--- config.mk ---
export PLATFORM = sky130hd
export DESIGN_NAME = apb_splitter
export DESIGN_NICKNAME = d
export VERILOG_FILES = /design/src/rtl/apb_pkg.sv /design/src/rtl/apb_addr_decode.sv /design/src/rtl/apb_splitter.sv
export SDC_FILE = /design/constraint.sdc
export NUM_CORES = 1
export LEC_CHECK = 0
export ABC_CLOCK_PERIOD_IN_PS = 1900
export CORE_MARGIN = 1.5
export CORE_UTILIZATION = 33
export CTS_CLUSTER_DIAMETER = 50
export CTS_CLUSTER_SIZE = 8
export DETAILED_ROUTE_END_ITERATION = 7
export PLACE_DENSITY = 0.8
export SLEW_MARGIN = 30
export SYNTH_ARGS = -nofsm -noshare
export SYNTH_HDL_FRONTEND = slang
export SYNTH_SLANG_ARGS = --single-unit
--- constraint.sdc ---
create_clock -name pclk -period 1.9 [get_ports pclk]
set_input_delay 0.475 -clock pclk [delete_from_list [all_inputs] [get_ports pclk]]
set_output_delay 0.475 -clock pclk [all_outputs]
set_load 0.03 [all_outputs]
--- src/rtl/apb_pkg.sv ---
// apb_pkg: shared FSM encoding, protection width and clog2 helper for the APB splitter
package apb_pkg;

    typedef enum logic [1:0] {
        ST_IDLE   = 2'd0,
        ST_SETUP  = 2'd1,
        ST_ACCESS = 2'd2,
        ST_RESP   = 2'd3
    } state_t;

    localparam int APB_PROT_W = 3;

    function automatic int clog2(input int v);
        int r;
        r = 0;
        while ((1 << r) < v) r++;
        return r;
    endfunction

endpackage

--- src/rtl/apb_addr_decode.sv ---
// apb_addr_decode: maps an upstream address to a downstream slot index and a hit flag
module apb_addr_decode
    import apb_pkg::*;
#(
    parameter int ADDR_W  = 12,
    parameter int NUM_SLV = 4,
    parameter int SLV_AW  = 8,
    parameter int IDX_W   = (clog2(NUM_SLV) > 1) ? clog2(NUM_SLV) : 1
) (
    input  logic [ADDR_W-1:0] paddr_i,
    output logic [IDX_W-1:0]  idx_o,
    output logic              hit_o
);

    assign idx_o = paddr_i[SLV_AW +: IDX_W];
    assign hit_o = ({1'b0, idx_o} < (IDX_W + 1)'(NUM_SLV)) && ((paddr_i >> (SLV_AW + IDX_W)) == '0);

endmodule

--- src/rtl/apb_splitter.sv ---
// apb_splitter: APB 1-to-NUM_SLV fan-out bridge; APB_SPLIT_TIMEOUT_EN adds an ACCESS-phase timeout
module apb_splitter
    import apb_pkg::*;
#(
    parameter int ADDR_W      = 12,
    parameter int DATA_W      = 32,
    parameter int NUM_SLV     = 4,
    parameter int SLV_AW      = 8,
    parameter int TIMEOUT_CYC = 255
) (
    input  logic                      pclk,
    input  logic                      preset,
    input  logic                      s_psel,
    input  logic                      s_penable,
    input  logic                      s_pwrite,
    input  logic [ADDR_W-1:0]         s_paddr,
    input  logic [APB_PROT_W-1:0]     s_pprot,
    input  logic [DATA_W/8-1:0]       s_pstrb,
    input  logic [DATA_W-1:0]         s_pwdata,
    output logic                      s_pready,
    output logic [DATA_W-1:0]         s_prdata,
    output logic                      s_pslverr,
    output logic [NUM_SLV-1:0]        m_psel,
    output logic                      m_penable,
    output logic                      m_pwrite,
    output logic [ADDR_W-1:0]         m_paddr,
    output logic [APB_PROT_W-1:0]     m_pprot,
    output logic [DATA_W/8-1:0]       m_pstrb,
    output logic [DATA_W-1:0]         m_pwdata,
    input  logic [NUM_SLV*DATA_W-1:0] m_prdata,
    input  logic [NUM_SLV-1:0]        m_pready,
    input  logic [NUM_SLV-1:0]        m_pslverr
);

    localparam int IDX_W = (clog2(NUM_SLV) > 1) ? clog2(NUM_SLV) : 1;

    state_t                state_q, state_d;
    logic [IDX_W-1:0]      idx_q, idx_d, dec_idx;
    logic                  dec_hit;
    logic                  pwrite_q, pwrite_d;
    logic [ADDR_W-1:0]     paddr_q, paddr_d;
    logic [APB_PROT_W-1:0] pprot_q, pprot_d;
    logic [DATA_W/8-1:0]   pstrb_q, pstrb_d;
    logic [DATA_W-1:0]     pwdata_q, pwdata_d;
    logic [DATA_W-1:0]     rdata_q, rdata_d;
    logic                  err_q, err_d;
`ifdef APB_SPLIT_TIMEOUT_EN
    logic [15:0]           cnt_q, cnt_d;
`endif

    apb_addr_decode #(
        .ADDR_W (ADDR_W),
        .NUM_SLV(NUM_SLV),
        .SLV_AW (SLV_AW),
        .IDX_W  (IDX_W)
    ) u_dec (
        .paddr_i(s_paddr),
        .idx_o  (dec_idx),
        .hit_o  (dec_hit)
    );

    // next-state: capture on upstream setup, relaunch downstream, latch response
    always_comb begin
        state_d  = state_q;
        idx_d    = idx_q;
        pwrite_d = pwrite_q;
        paddr_d  = paddr_q;
        pprot_d  = pprot_q;
        pstrb_d  = pstrb_q;
        pwdata_d = pwdata_q;
        rdata_d  = rdata_q;
        err_d    = err_q;
`ifdef APB_SPLIT_TIMEOUT_EN
        cnt_d    = cnt_q;
`endif
        case (state_q)
            ST_IDLE: if (s_psel && !s_penable) begin
                idx_d    = dec_idx;
                pwrite_d = s_pwrite;
                paddr_d  = s_paddr;
                pprot_d  = s_pprot;
                pstrb_d  = s_pstrb;
                pwdata_d = s_pwdata;
                rdata_d  = '0;
                err_d    = !dec_hit;
                state_d  = dec_hit ? ST_SETUP : ST_RESP;
            end
            ST_SETUP: begin
                state_d = ST_ACCESS;
`ifdef APB_SPLIT_TIMEOUT_EN
                cnt_d   = '0;
`endif
            end
            ST_ACCESS: if (m_pready[idx_q]) begin
                rdata_d = pwrite_q ? '0 : m_prdata[idx_q*DATA_W +: DATA_W];
                err_d   = m_pslverr[idx_q];
                state_d = ST_RESP;
            end
`ifdef APB_SPLIT_TIMEOUT_EN
            else if (cnt_q == 16'(TIMEOUT_CYC - 1)) begin
                rdata_d = '0;
                err_d   = 1'b1;
                state_d = ST_RESP;
            end else begin
                cnt_d   = cnt_q + 16'd1;
            end
`endif
            default: state_d = ST_IDLE;
        endcase
    end

    // state and captured payload/response registers
    always_ff @(posedge pclk) begin
        if (preset) begin
            state_q  <= ST_IDLE;
            idx_q    <= '0;
            pwrite_q <= 1'b0;
            paddr_q  <= '0;
            pprot_q  <= '0;
            pstrb_q  <= '0;
            pwdata_q <= '0;
            rdata_q  <= '0;
            err_q    <= 1'b0;
`ifdef APB_SPLIT_TIMEOUT_EN
            cnt_q    <= '0;
`endif
        end else begin
            state_q  <= state_d;
            idx_q    <= idx_d;
            pwrite_q <= pwrite_d;
            paddr_q  <= paddr_d;
            pprot_q  <= pprot_d;
            pstrb_q  <= pstrb_d;
            pwdata_q <= pwdata_d;
            rdata_q  <= rdata_d;
            err_q    <= err_d;
`ifdef APB_SPLIT_TIMEOUT_EN
            cnt_q    <= cnt_d;
`endif
        end
    end

    assign m_psel    = (state_q == ST_SETUP || state_q == ST_ACCESS) ? (NUM_SLV'(1) << idx_q) : '0;
    assign m_penable = state_q == ST_ACCESS;
    assign m_pwrite  = pwrite_q;
    assign m_paddr   = paddr_q;
    assign m_pprot   = pprot_q;
    assign m_pstrb   = pstrb_q;
    assign m_pwdata  = pwdata_q;
    assign s_pready  = state_q == ST_RESP;
    assign s_prdata  = s_pready ? rdata_q : '0;
    assign s_pslverr = s_pready && err_q;

endmodule

After elaboration in Yosys (flattened, before gate mapping)
Index checks and enable logic that the tools add are counted.
{"block": "totals", "ff_bits": 89, "out_inout_bits": 91, "elab_cells": 45, "input_bits": 192}
{"block": "classes", "muxes": 17, "n_lt_le_gt_ge": 1, "n_eq_ne": 5, "n_reduce_logical": 11, "n_shift": 2}
{"operator": "$mux W32", "count": 4}
{"operator": "$shiftx A128 B8 Y32", "count": 1}
{"operator": "$pmux W32 S2", "count": 1}
{"operator": "$logic_not A12 Y1", "count": 1}
{"operator": "$mux W2", "count": 3}
{"operator": "$pmux W2 S3", "count": 1}
{"operator": "$bmux W1 S2", "count": 2}
{"operator": "$eq A2 B2 Y1 const B", "count": 2}
{"operator": "$mux W1", "count": 4}
{"operator": "$mux W4", "count": 1}
{"operator": "$reduce_and A2 Y1", "count": 2}
{"operator": "$shl A1 B2 Y4 const A", "count": 1}
{"operator": "$lt A2 B3 Y1 const B", "count": 1}
{"operator": "$reduce_and A3 Y1", "count": 1}
{"operator": "$eq A2 B1 Y1 const B", "count": 1}
{"operator": "$logic_and A1 B1 Y1", "count": 2}
{"operator": "$logic_not A1 Y1", "count": 2}
{"operator": "$logic_not A2 Y1", "count": 1}
{"operator": "$ne A2 B1 Y1 const B", "count": 1}
{"operator": "$ne A2 B2 Y1 const B", "count": 1}
{"operator": "$pmux W1 S2", "count": 1}
{"operator": "$reduce_bool A2 Y1", "count": 1}
{"operator": "$logic_or A1 B1 Y1", "count": 1}

Logic depth before layout (Yosys ltp)
Gate-level depths: netlist of run 1.
{"block": "logic_depth", "word_depth": 4, "ltp_mapped": 8, "mapped_depth_nobuf": 6}

Cells and area by module
A second synthesis of run 1 with hierarchy kept.
{"block": "hier_totals", "cells_unflattened": 463, "area_unflattened_um2": 4409.2}
{"mod": "apb_splitter", "cells_per_inst": 460, "area_per_inst_um2": 4390.5, "instances": 1, "seq_area_each_um2": 1781.7}
{"mod": "apb_addr_decode", "cells_per_inst": 3, "area_per_inst_um2": 18.8, "instances": 1, "seq_area_each_um2": 0.0}

Worst setup path after synthesis of run 1
Ideal clock, no wire load.
{"block": "synth_timing", "kind": "flip-flop to output port", "start": "reg, netlist name m_paddr[9]", "end": "out m_psel[2]", "setup_slack_ns": -0.262, "required_ns": 1.425, "path_buffers": 2, "arrival_ns": 1.687, "path_stages_with_launch": 5, "cell_sequence": "dfxtp_1 -> buf_1 -> clkbuf_1 -> nand2_1 -> nor2_1"}
{"element": "end: declaration", "line_no": "apb_splitter.sv:23", "text": "output logic [NUM_SLV-1:0] m_psel,"}

Worst setup path after layout of run 1
{"block": "layout_timing", "start": "in s_psel", "end": "reg rdata_q[2]"}
{"block": "layout_between", "elab_chain_cells": 3}
{"element": "start: declaration", "line_no": "apb_splitter.sv:13", "text": "input logic s_psel,"}
{"element": "$logic_and A1 B1 Y1", "line_no": "apb_splitter.sv:77", "text": "ST_IDLE: if (s_psel && !s_penable) begin"}
{"element": "$ne A2 B2 Y1 (no source line)"}
{"element": "$reduce_and A3 Y1 (no source line)"}
{"element": "end signal: assignment", "line_no": "apb_splitter.sv:135", "text": "rdata_q <= rdata_d;"}
{"element": "end: declaration", "line_no": "apb_splitter.sv:45", "text": "logic [DATA_W-1:0] rdata_q, rdata_d;"}
Every way passes these cells.
A chain may end at the register's enable or synchronous reset.

==> results of run 1 <==
==> kinds of logic after synthesis <==
logic type,share of synthesized area [%]
simple gates,21.8
compound gates,13.7
flops,40.4
buf+inv,4.47
mux,18.2
fa+ha+maj,1.45
==> worst max path at each step <==
stage          startpoint            to  slack, ns  depth (start not counted)
2_1_floorplan  m_paddr[9]     m_psel[3]      -0.07                          3
3_3_place_gp    s_penable   rdata_q[30]      -0.40                          7
3_5_place_dp    s_penable   rdata_q[28]      -0.40                          7
4_1_cts        state_q[1]  s_prdata[26]      -0.03                          5
5_1_grt        state_q[1]    rdata_q[2]      -0.11                          9
6_report           s_psel    rdata_q[2]      -0.05                          7
==> stage by stage <==
stage / setup TNS [ns] / instances / utilization [%] / instance area (um^2) / total power [uW]
2_1_floorplan: -0.134 / 452 / - / 4330 / 3470
3_3_place_gp: -13.16 / 888 / 58.0 / 7350 / 4560
3_5_place_dp: -15.55 / 888 / 58.0 / 7350 / 4640
4_1_cts: -0.530 / 913 / 63.7 / 8070 / 6940
5_1_grt: -5.01 / 920 / 65.0 / 8230 / 7430
6_report: -1.48 / 920 / 65.0 / 8230 / 7090
==> critical path, stage by stage <==
cell	delay, ns
clkdlybuf4s50_1	0.53
nand3b_4	0.10
a222oi_1	0.35
buf_4	0.29
buf_12	0.16
nor3b_1	0.05
a31o_2	0.22
==> layer usage <==
metal,GRT usage [%],part of all wire (%)
met1,24.7,38
met2,41.7,51
met3,7.20,7.8
met4,11.0,3.7
met5,0,0
==> cell usage in the layout (no fill, tap or decap), drive strengths merged, types with 2 or more instances in the layout <==
cell / n
o21ai: 2
a21oi: 52
clkinvlp: 2
and3b: 2
dlymetal6s2s: 3
dfxtp: 87
bufinv: 2
mux2i: 4
inv: 3
a31o: 31
dlygate4sd2: 2
nand2b: 2
clkdlybuf4s50: 235
buf: 79
mux4: 33
nor2: 5
nand2: 107
clkbuf: 13
and2: 34
ha: 5
nor3b: 34
==> synthesized netlist by cell type, types with 2 or more instances <==
library cell / instances
o21ai_0: 2
buf_2: 7
nor3b_1: 34
clkbuf_1: 30
mux2i_1: 4
mux4_2: 33
and3b_1: 2
a31o_1: 26
ha_1: 5
nor2_1: 5
a31o_2: 5
a21oi_1: 52
nand2_1: 107
inv_1: 3
nand2b_1: 2
and2_1: 34
buf_4: 4
dfxtp_1: 87
==> what timing repair did <==
action	4_1_cts	5_1_grt
cloned	4	3
gates resized for setup	71	23
endpoints found under the setup margin	70	73
setup buffers	5	4
pin swaps	13	12
hold buffers	0	0
==> sequential cells by signal, indices dropped and copies added, names as in the netlist <==
register and flops:
m_paddr 11, m_pprot 3, m_pwrite 1, idx_q 1
state_q 2, m_pwdata 32, err_q 1, m_pstrb 4
rdata_q 32
==> power by group through the flow <==
stage,Sequential [uW],Clock (uW),Combinational (uW)
global route,2150,2060,3220
detailed placement,2150,0,2490
finish,2130,1940,3030
global placement,2140,0,2420
CTS,2120,1990,2830
floorplan,2370,0,1100
==> cell type report <==
cell class	instances	share of cell area [%]
clock buffer	11	3.07
multi-input combinational	320	30.9
clock inverter	5	0.973
sequential	87	21.2
inverter	3	0.167
timing repair buffer	322	41.0
tap	172	2.61
==> metrics.txt, run 1 <==
skew final 0.00709 ns; PortBufs 282; GRT Overall Usage about 23%; WS Path Type input port to flip-flop; Internal Power slightly below 5000 uW; reg2reg end rdata_q[2]; first-pass GRT wire length 25400 um; Setup Viol. Count Final 62; Clock power frac about 27%; Core Region 12700 um^2; Root Driver clkbuf_16; yosys warns 0; Worst Hold Launch m_pwdata[25]; Reg area between 1500 and 2000 um^2; Post-synth EDFFs 0; multi-input logic area 2540 um^2; Worst R2R Start state_q[1]; Routed WL 16400 um; vias in the first global route around 5000; Hold Path Stages 2; worst vdd ir 0.437 mV; cell depth of the worst flop-to-flop path 9; drt via density between 5 and 6; CP required roughly 2.1 ns; crit path DAT 2.18 ns; CTS buffer count 9; Clock Sinks 87; worst hold slack between 0.4 and 0.5 ns; Area growth syn-to-layout 90.8%; Detail Route Antenna Nets 0; Final min period 1.95 ns; reg2reg setup slack -0.03 ns; Routed WL per cell 17.8 um; cell taking the most area after synthesis dfxtp_1; ant diodes 0; Mean Syn Cell Area 9.54 um^2; commonest register cell after synthesis dfxtp_1; Yosys cell types 28; Worst-Skew Late Latency approximately 0.34 ns; Worst Tran Pin Value between 0.5 and 0.6 ns; Vias 4633; Post-Syn Area 4310 um^2; Core Rows 41; Nets 940; sequential power share 30.0%; combinational share of power 42.6%; CTS Buffer Depth 2; die area roughly 14000 um^2; Initial Utilization 34.0%; DRT Pass-1 Iters 5; Slew Viols, Final 0; Slew HR around 64%; Die Ht 117 um; RSZ-0062 raised after global routing true; Async SR Flop Fraction 0%; DP HPWL 11900 um; share of layout cells above drive strength 1 between 20% and 30%; RePlAce Congestion a little over 0.8; Fillers between 1000 and 1500; clock slew at reported path FFs 0.06 ns; power per cell area 862 nW/um^2; max cap viols 0; Seq/Total Area, Yosys approximately 40%; endpoint class of the critical path flip-flop; pre-CTS WS -0.404 ns; syn_nets roughly 650; H-Tree Depth 3; Die Wd 117 um; violated checks setup timing; Max Clock Freq 0.513 GHz; Hold Vio Cnt, Final 0; Final period util 103%; Synth Register Bits 87; largest net degree at the start of global routing 53; Sw Ratio between 30% and 40%; residual DRC count 0; Hold Path End m_pwdata[25]; outcome finished, violations left; initial drt markers between 150 and 200; GR Overflow Total 0; Net Sw Power 2250 uW; final worst slack -0.0509 ns; worst hold-check path type flip-flop to flip-flop; leakage power 0.00311 uW; TritonCTS clock tree done; IO Pins between 200 and 300; Worst Setup Start Kind input port; synthesized instance count 452; CP max FO 12; Synth top area share 40.4%; initial antenna violation count 0; synth top area cells dfxtp_1 40%, mux4_2 17%, nand2_1 9.3%
(Power assumes the default switching activity.)
==> run 2, diff against run 1 <==
--- a/config.mk
+++ b/config.mk
@@ -6,7 +6,7 @@
 export NUM_CORES = 1
 export LEC_CHECK = 0
 export ABC_CLOCK_PERIOD_IN_PS = 1900
-export CORE_MARGIN = 1.5
+export CORE_MARGIN = 4
 export CORE_UTILIZATION = 33
 export CTS_CLUSTER_DIAMETER = 50
 export CTS_CLUSTER_SIZE = 8
==> run 2 against run 1 <==
The run still ends with setup timing left. Final cell count fell by 0.22%. Critical path depth is 2 higher. Flip-flop and latch count unchanged. Count of clock-buffer cells in the layout fell by 1. Clock skew up 0.0029 ns. Power decreased by 2.5%. Die area rose by 8.7%. Utilization down 0.62 points. Non-clock buffer count down 2. Worst hold slack improved by 0.00068 ns. Largest cell class unchanged.
==> metrics.txt, run 2 (synthesis results as in run 1) <==
outcome finished, violations left (unchanged); violated checks setup timing (unchanged); H-Tree Depth 3 (unchanged); Core Rows 41 (unchanged); worst hold slack 0.456 ns (was 0.455 ns); CP required 2.12 ns (was 2.13 ns); endpoint class of the critical path flip-flop (unchanged); clock slew at reported path FFs 0.07 ns (was 0.06 ns); Nets 938 (was 940); DP HPWL 12400 um (was 11900 um); Root Driver clkbuf_16 (unchanged); crit path DAT 2.17 ns (was 2.18 ns); GRT Overall Usage 20.9% (was 23.2%); met3 usage 8.66% (was 7.20%); Routed WL 17000 um (was 16400 um); CTS buffer count 9 (unchanged); Routed WL per cell 18.6 um (was 17.8 um); Area growth syn-to-layout 89.7% (was 90.8%); PortBufs 282 (unchanged); Worst Tran Pin Value 0.526 ns (was 0.536 ns); TritonCTS clock tree done (unchanged); DRT Pass-1 Iters 4 (was 5); WS Path Type flip-flop to flip-flop (was input port to flip-flop); residual DRC count 0 (unchanged); drt via density 5.05 (was 5.04); Slew Viols, Final 0 (unchanged); CP max FO 6 (was 12); Worst Setup Start Kind flip-flop (was input port); Final TNS setup -1.00 ns (was -1.48 ns); ant diodes 0 (unchanged); Clock Sinks 87 (unchanged); Slew HR 64.9% (was 64.3%); Setup Viol. Count Final 46 (was 62); RePlAce Congestion 0.746 (was 0.812); grt peak-use layer met2 (unchanged); GR Overflow Total 0 (unchanged); CTS Buffer Depth 2 (unchanged); largest net degree at the start of global routing 53 (unchanged); final worst slack -0.0477 ns (was -0.0509 ns); reg2reg end rdata_q[31] (was rdata_q[2]); Die Wd 122 um (was 117 um); leakage power 0.00308 uW (was 0.00311 uW); share of layout cells above drive strength 1 22.3% (was 25.0%); RSZ-0062 raised after global routing true (unchanged); vias in the first global route 4817 (was 4971); Detail Route Antenna Nets 0 (unchanged); cell depth of the worst flop-to-flop path 9 (unchanged); worst vdd ir 0.469 mV (was 0.437 mV); met1 Usage GRT 21.4% (was 24.7%); die area 15000 um^2 (was 13800 um^2); Initial Utilization 33.9% (was 34.0%); Die Ht 122 um (was 117 um); grt met2 use 37.8% (was 41.7%); Setup crit end rdata_q[31] (was rdata_q[2]); first-pass GRT wire length 24600 um (was 25400 um); power per cell area 845 nW/um^2 (was 862 nW/um^2); Vias 4636 (was 4633); most frequent cells in the layout 234 x clkdlybuf4s50_1, 107 x nand2_1, 83 x dfxtp_1 (was 235 x clkdlybuf4s50_1, 106 x nand2_1, 83 x dfxtp_1); Final period util 103% (about the same); Hold Vio Cnt, Final 0 (unchanged); Core Region 12700 um^2 (about the same); reg2reg setup slack -0.05 ns (was -0.03 ns); Worst R2R Start state_q[1] (unchanged); Max Clock Freq 0.513 GHz (about the same); commonest non-fill, non-tap cell in the layout clkdlybuf4s50_1 (unchanged); Final min period 1.95 ns (about the same); Worst-Skew Late Latency 0.33 ns (was 0.34 ns); initial antenna violation count 1 (was 0); initial drt markers 246 (was 166); worst hold-check path type flip-flop to flip-flop (unchanged); Setup crit start state_q[1] (was s_psel); IO Pins 283 (unchanged); max cap viols 0 (unchanged); skew final 0.0100 ns (was 0.00709 ns)
## run 2: cell types whose count changed in the layout (fill, tap and decap cells not counted), sizes merged
| cell | previous run | this run |
|---|---|---|
| dlymetal6s2s | 3 | 4 |
| clkbuf | 13 | 15 |
| bufinv | 2 | 0 |
| buf | 79 | 75 |
| bufbuf | 1 | 0 |
| clkdlybuf4s50 | 235 | 234 |
| inv | 3 | 6 |
## run 2: layout make-up
type | instances | area, um^2
Timing Repair Buffer | 320 | 3440
Sequential cell | 87 | 1750
Clock buffer | 10 | 229
Tap cell | 172 | 215
Multi-Input combinational cell | 320 | 2490
Inverter | 3 | 11.3
Fill cell | 1052 | 4540
Clock inverter | 6 | 52.6
## run 2: where the power goes
| group | total (uW) | internal, uW | leakage [uW] | switching (uW) |
|---|---|---|---|---|
| combinational | 3120 | 1700 | 0.00224 | 1420 |
| clock | 1670 | 908 | 0.000132 | 763 |
| sequential | 2120 | 2020 | 0.000708 | 103 |
| total | 6910 | 4630 | 0.00308 | 2290 |
## run 2: how the worst min path moves through the flow
stage	startpoint	to	cells after the start
after CTS	m_pwdata[10]	m_pwdata[10]	2
after floorplan	rdata_q[30]	rdata_q[30]	2
after global routing	m_pwdata[26]	m_pwdata[26]	2
final	m_pwdata[16]	m_pwdata[16]	2
after detailed placement	m_pwdata[10]	m_pwdata[10]	2
after global placement	m_pwdata[18]	m_pwdata[18]	2
## run 2: worst max-delay path, stage by stage (launching register included)
cell and delay, ns:
dfxtp_2 0.33, buf_6 0.12, ha_2 0.18, and2_1 0.17, a222oi_1 0.28, buf_4 0.20
buf_12 0.14, buf_12 0.12, nor3b_1 0.05, a31o_2 0.24
## run 2: metal layers
layer | part of all wire, % | up-vias
li1 | - | 2179
met1 | 35 | 2210
met2 | 52 | 206
met3 | 10 | 39
met4 | 2.8 | 2
met5 | 0.076 | -
## run 2: stage by stage
step	power [uW]	instances	setup WS [ns]	cell area [um^2]	util, %
global placement	4580	884	-0.393	7340	57.7
detailed placement	4650	884	-0.388	7340	57.7
floorplan	3470	452	-0.0682	4330	-
CTS	6580	906	-0.0479	7950	62.5
global route	7260	918	-0.123	8190	64.3
finish	6910	918	-0.0477	8190	64.3
## run 2: what timing repair did
action | CTS | global route
pin swaps | 18 | 5
setup endpoints to repair | 72 | 73
gates resized for setup | 71 | 18
hold buffers | 0 | 0
gates cloned | 3 | 7
setup buffers | 3 | 5
==> run 3, diff against run 2 <==
--- a/config.mk
+++ b/config.mk
@@ -6,6 +6,7 @@
 export NUM_CORES = 1
 export LEC_CHECK = 0
 export ABC_CLOCK_PERIOD_IN_PS = 1900
+export CAP_MARGIN = 20
 export CORE_MARGIN = 4
 export CORE_UTILIZATION = 33
 export CTS_CLUSTER_DIAMETER = 50
==> results of run 3 <==
Final layout, timing and power as in run 2 (identical DEF).
